===== config.mk =====
export PLATFORM = sky130hd
export DESIGN_NAME = mc_control
export DESIGN_NICKNAME = d
export VERILOG_FILES = /design/src/rtl/mc_control_pkg.sv /design/src/rtl/mc_control.sv
export SDC_FILE = /design/constraint.sdc
export NUM_CORES = 1
export LEC_CHECK = 0
export BUFFER_PORTS_ARGS = -buffer_cell sky130_fd_sc_hd__buf_2
export CORE_MARGIN = 3
export CORE_UTILIZATION = 30
export DETAILED_ROUTE_END_ITERATION = 8
export PLACE_DENSITY = 0.62
export SLEW_MARGIN = 20
export SYNTH_ARGS = -nofsm -noshare
export SYNTH_HDL_FRONTEND = slang
export SYNTH_SLANG_ARGS = --single-unit

===== constraint.sdc =====
create_clock -name clk -period 3.8 [get_ports clk]
set_input_delay 0.76 -clock clk [delete_from_list [all_inputs] [get_ports clk]]
set_output_delay 0.76 -clock clk [all_outputs]
set_load 0.02 [all_outputs]

===== src/rtl/mc_control_pkg.sv =====
// Shared encodings for the multicycle controller: opcodes, FSM states and the
// PC_Src / ALUSrcB / ALUOp codes used by PC_Gen, ALU control and the datapath.
package mc_control_pkg;

    localparam logic [5:0] OP_RTYPE = 6'b000000;
    localparam logic [5:0] OP_LW    = 6'b100011;
    localparam logic [5:0] OP_SW    = 6'b101011;
    localparam logic [5:0] OP_ADDI  = 6'b001000;
    localparam logic [5:0] OP_BEQ   = 6'b000100;
    localparam logic [5:0] OP_BNE   = 6'b000101;
    localparam logic [5:0] OP_J     = 6'b000010;

    localparam logic [1:0] PCSRC_ALU    = 2'b00;
    localparam logic [1:0] PCSRC_TARGET = 2'b01;
    localparam logic [1:0] PCSRC_JUMP   = 2'b10;

    localparam logic [1:0] ALUB_REG    = 2'b00;
    localparam logic [1:0] ALUB_FOUR   = 2'b01;
    localparam logic [1:0] ALUB_IMM    = 2'b10;
    localparam logic [1:0] ALUB_IMM_SH = 2'b11;

    localparam logic [1:0] ALUOP_ADD   = 2'b00;
    localparam logic [1:0] ALUOP_SUB   = 2'b01;
    localparam logic [1:0] ALUOP_FUNCT = 2'b10;

    typedef enum logic [3:0] {
        S_INIT,
        S_FETCH,
        S_DECODE,
        S_MEM_ADDR,
        S_MEM_RD,
        S_MEM_WB,
        S_MEM_WR,
        S_R_EXE,
        S_R_WB,
        S_I_EXE,
        S_I_WB,
        S_BRANCH,
        S_JUMP,
        S_HALT
    } state_e;

    // Where DECODE sends each opcode; unknown opcodes either park or retry.
    function automatic state_e decodeDispatch(input logic [5:0] opcode, input logic illegalHalt);
        state_e nxt;
        case (opcode)
            OP_RTYPE:      nxt = S_R_EXE;
            OP_LW, OP_SW:  nxt = S_MEM_ADDR;
            OP_ADDI:       nxt = S_I_EXE;
            OP_BEQ, OP_BNE: nxt = S_BRANCH;
            OP_J:          nxt = S_JUMP;
            default:       nxt = illegalHalt ? S_HALT : S_FETCH;
        endcase
        return nxt;
    endfunction

endpackage


===== src/rtl/mc_control.sv =====
// Moore-style control FSM for a multicycle MIPS-like datapath; only PC_Write
// looks at an input (ALU_ZERO) so branches can qualify the PC load directly.
module mc_control
    import mc_control_pkg::*;
#(
    parameter bit ILLEGAL_HALT = 1'b0
) (
    input  logic       clk,
    input  logic       rst_n,
    input  logic [5:0] Opcode,
    input  logic       ALU_ZERO,
    output logic [1:0] PC_Src,
    output logic       PC_Write,
    output logic       IorD,
    output logic       MemRead,
    output logic       MemWrite,
    output logic       IRWrite,
    output logic       RegDst,
    output logic       MemtoReg,
    output logic       RegWrite,
    output logic       ALUSrcA,
    output logic [1:0] ALUSrcB,
    output logic [1:0] ALUOp,
    output logic       Instr_Done,
    output logic       Halted
);

    state_e state_q, state_d;
    logic   initDone_q;
    logic   isBne_q, isBne_d;

    // initDone_q holds INIT for one extra clock so FETCH lands on the second edge after release.
    always_ff @(posedge clk or negedge rst_n) begin
        if (!rst_n) begin
            state_q    <= S_INIT;
            initDone_q <= 1'b0;
            isBne_q    <= 1'b0;
        end else begin
            state_q    <= state_d;
            initDone_q <= 1'b1;
            isBne_q    <= isBne_d;
        end
    end

    always_comb begin
        state_d = state_q;
        isBne_d = isBne_q;
        case (state_q)
            S_INIT:     if (initDone_q) state_d = S_FETCH;
            S_FETCH:    state_d = S_DECODE;
            S_DECODE: begin
                state_d = decodeDispatch(Opcode, ILLEGAL_HALT);
                isBne_d = (Opcode == OP_BNE);
            end
            S_MEM_ADDR: state_d = (Opcode == OP_SW) ? S_MEM_WR : S_MEM_RD;
            S_MEM_RD:   state_d = S_MEM_WB;
            S_R_EXE:    state_d = S_R_WB;
            S_I_EXE:    state_d = S_I_WB;
            S_MEM_WB, S_MEM_WR, S_R_WB, S_I_WB, S_BRANCH, S_JUMP:
                        state_d = S_FETCH;
            S_HALT:     state_d = S_HALT;
            default:    state_d = S_INIT;
        endcase
    end

    always_comb begin
        PC_Src     = PCSRC_ALU;
        PC_Write   = 1'b0;
        IorD       = 1'b0;
        MemRead    = 1'b0;
        MemWrite   = 1'b0;
        IRWrite    = 1'b0;
        RegDst     = 1'b0;
        MemtoReg   = 1'b0;
        RegWrite   = 1'b0;
        ALUSrcA    = 1'b0;
        ALUSrcB    = ALUB_REG;
        ALUOp      = ALUOP_ADD;
        Instr_Done = 1'b0;
        Halted     = 1'b0;
        case (state_q)
            S_FETCH: begin
                MemRead  = 1'b1;
                IRWrite  = 1'b1;
                ALUSrcB  = ALUB_FOUR;
                PC_Write = 1'b1;
            end
            S_DECODE:   ALUSrcB = ALUB_IMM_SH;
            S_MEM_ADDR, S_I_EXE: begin
                ALUSrcA = 1'b1;
                ALUSrcB = ALUB_IMM;
            end
            S_MEM_RD: begin
                IorD    = 1'b1;
                MemRead = 1'b1;
            end
            S_MEM_WB: begin
                MemtoReg   = 1'b1;
                RegWrite   = 1'b1;
                Instr_Done = 1'b1;
            end
            S_MEM_WR: begin
                IorD       = 1'b1;
                MemWrite   = 1'b1;
                Instr_Done = 1'b1;
            end
            S_R_EXE: begin
                ALUSrcA = 1'b1;
                ALUOp   = ALUOP_FUNCT;
            end
            S_R_WB: begin
                RegDst     = 1'b1;
                RegWrite   = 1'b1;
                Instr_Done = 1'b1;
            end
            S_I_WB: begin
                RegWrite   = 1'b1;
                Instr_Done = 1'b1;
            end
            // The beq/bne flavour was captured in DECODE since Opcode is not looked at here.
            S_BRANCH: begin
                ALUSrcA    = 1'b1;
                ALUOp      = ALUOP_SUB;
                PC_Src     = PCSRC_TARGET;
                PC_Write   = ALU_ZERO ^ isBne_q;
                Instr_Done = 1'b1;
            end
            S_JUMP: begin
                PC_Src     = PCSRC_JUMP;
                PC_Write   = 1'b1;
                Instr_Done = 1'b1;
            end
            S_HALT:     Halted = 1'b1;
            default:    ;
        endcase
    end

endmodule


==> impl_metrics.csv <==
group,metric,value,unit
pwr,power,0.000507,W
clocking,cts_resized,0,
synthesis,seq_area_frac_synth,25.3,%
cells_and_area,final_cells,124,
clocking,cts_setup_buffers,0,
clocking,cts_tree,"built",
floorplanning,num_rows,15,
detailed_routing,firstDrtPassIters,4,
clocking,clk_pin_slew,40,ps
timing,fin_skew,1.54,ps
floorplanning,initial_core_util,33.0,%
detailed_routing,drc,0,
critical_path,rr_worst_depth,3,
grt,grt.overflow.total,0,
detailed_routing,drt-total-wl,1420,um
critical_path,crit_family,"flip-flops",
clocking,cts_made_buffers,3,
detailed_routing,wire_per_inst,11.5,um
pwr,power-per-cell-area,693,mW/mm^2
cells_and_area,final_cell_mix,"buf_2 (25), nor2_1 (9), nand2_1 (7), nor3_1 (7), dfrtp_1 (6)",
critical_path,critPathMaxFanout,17,
timing,finalMaxSlewViolations,0,
cells_and_area,final_common_cell,"buf_2",
clocking,cts.sink_count,6,
synthesis,synth-seq-cells,6,
critical_path,crit_path_top_delay_cell,"dfrtp_1",
grt,grt_max_degree,19,
grt,grt_pass1_vias,508,
detailed_routing,drtAntennaViolNets,0,
timing,hold_viol_final,0,
placement,dpl-instance-area,708,sq um
synthesis,avgSynthCellArea,7.62,sq um
clocking,htree_levels,1,
floorplanning,die_x,50.5,um
timing,rsz0062_at_grt,"false",
placement,portBuffers,25,
cells_and_area,nNetsFinal,110,
timing,setup_tns,0,ps
pwr,irDropWorstVdd,0.000253,V
cells_and_area,area_growth,22.9,%
synthesis,synth-compound-area-share,22.1,%
placement,gp_congestion,0.738,
cells_and_area,final_util,40.6,%
critical_path,crit_chain,"nand2b_1 > or2_2 > a21oi_1 > buf_2",
cells_and_area,layout-drive-gt1-share,31.3,%
run,maxCapViolCount,0,
synthesis,yosys.area_share.simple,37.1,%
placement,dp.cells,121,
outcome,status,"complete, no violations",
placement,dp_hpwl,1100,um
detailed_routing,via_per_inst,5.03,
floorplanning,fp.dieH,50.5,um
floorplanning,dieArea,0.00255,sq mm
synthesis,synth_xor_area_share,5.89,%
hold_path,min_path_type,"input port to async pin",
synthesis,syn_inst,78,
cells_and_area,design_area,731,sq um
floorplanning,core_area,0.00180,sq mm
grt,grt_pass1_wl,2370,um
critical_path,worst-path-stages,4,
critical_path,critPathLaunchType,"flip-flop",
critical_path,critPathKind,"flip-flop to output port",
synthesis,syn_nets,87,
detailed_routing,drt_iter0_drc,11,
critical_path,arrival,1780,ps
pwr,power_leakage,0.336,nW
clocking,clockRootBuffer,"clkbuf_4",
timing,finalCritPeriodShare,66.9,%
synthesis,synthMuxAreaShare,0,%
grt,grtUsageTotal,11.7,%
timing,setup_viol,0,
synthesis,synth_top_family_by_area,"simple AND/OR/NAND/NOR gates",
timing,worstMarginPinSlew,531,ps
clocking,clockBufferDepth,2,
detailed_routing,num_vias,624,
timing,fin_crit,2540,ps
synthesis,synth-adder-area-share,0,%
timing,slew-limit-headroom,64.6,%
synthesis,synth-main-ff-cell,"dfrtp_1",
clocking,cts_hold_buffers,0,
critical_path,worstPathRequired,3040,ps
floorplanning,io_pins,26,
critical_path,critPathMaxStageDelay,670,ps
synthesis,synth_edf_count,0,
synthesis,ys_types,36,
cells_and_area,diodes,0,
clocking,clk_latency,230,ps
synthesis,yosysWarnings,0,
synthesis,synthArstFlopShare,100,%
synthesis,netlist_area,594,sq um
grt,antenna_found_initial,0,
timing,max_freq,393,MHz
critical_path,crit_path_end_kind,"output port",
critical_path,crit_buf_inv,1,
==> power by group <==
group	switching (W)	internal, W	leakage [nW]	total (W)
Combinational	0.000180	0.000125	0.245	0.000305
Sequential	0.0000670	0.0000804	0.0773	0.000147
Clock	0.0000183	0.0000354	0.0138	0.0000537
==> cells in the mapped netlist (all sizes together), types with 2 or more instances <==
| library cell | n | share of area (%) |
|---|---|---|
| clkbuf | 3 | 1.9 |
| nor3b | 2 | 2.5 |
| inv | 3 | 1.9 |
| nand2 | 7 | 4.4 |
| nor4b | 2 | 2.9 |
| buf | 4 | 5.3 |
| xnor2 | 3 | 4.4 |
| o21ai | 4 | 3.4 |
| o21bai | 2 | 2.5 |
| or3 | 2 | 2.1 |
| nor2 | 9 | 5.7 |
| nor2b | 2 | 2.1 |
| o31ai | 2 | 2.5 |
| dfrtp | 6 | 25 |
| a32o | 2 | 3.4 |
| nor3 | 7 | 5.9 |
==> path summary, 6_finish.rpt <==
kind	from	endpoint	slack [ps]
max in group asynchronous	rst_n	state_q[2]$_DFFE_PN0P_	3320
hold / removal	rst_n	state_q[3]$_DFFE_PN0P_	340
min in group clk	isBne_q$_DFFE_PN0P_	isBne_q$_DFFE_PN0P_	530
hold reg to reg	isBne_q$_DFFE_PN0P_	isBne_q$_DFFE_PN0P_	530
setup reg to reg	state_q[1]$_DFFE_PN0P_	isBne_q$_DFFE_PN0P_	2170
setup / recovery	state_q[0]$_DFFE_PN0P_	ALUSrcB[1]	1260
==> per-stage QoR <==
step / setup WS (ps) / hold WS, ps
5_1_grt: 1110 / 335
3_3_place_gp: 1540 / 520
3_5_place_dp: 1510 / 535
6_report: 1260 / 343
4_1_cts: 1260 / 344
2_1_floorplan: 1530 / 464
==> sequential cells by signal (all words and copies together) (netlist names) <==
| name | count |
|---|---|
| state_q | 4 |
| isBne_q | 1 |
| initDone_q | 1 |
==> cells by family after synthesis <==
kind of cell | Yosys count
buffers and inverters | 10
and+or+nand+nor | 39
other | 1
xor gates and xnor gates | 4
AOI/OAI and AO/OA | 18
DFF | 6
==> metal layers <==
| layer | vias up | track usage [%] | part of all wire, % |
|---|---|---|---|
| li1 | 324 | - | - |
| met1 | 279 | 16.9 | 51 |
| met2 | 21 | 18.0 | 42 |
| met3 | 0 | 2.08 | 6.8 |
| met4 | 0 | 2.69 | 0 |
| met5 | - | 0 | 0 |
==> worst reg2reg max path, cell delays in order (launching register included) <==
cell     delay, ps
dfrtp_1        640
or4b_4         560
nor4_2         260
a21o_1         110
==> layout make-up <==
type,instances,area (sq um)
inverters,3,11.3
fillers,214,1070
flip-flops and latches,6,150
repair buffers,25,125
multi-input cells,62,390
clock buffers,3,22.5
well taps,25,31.3
Note: power is estimated with default switching activity, not from simulation.
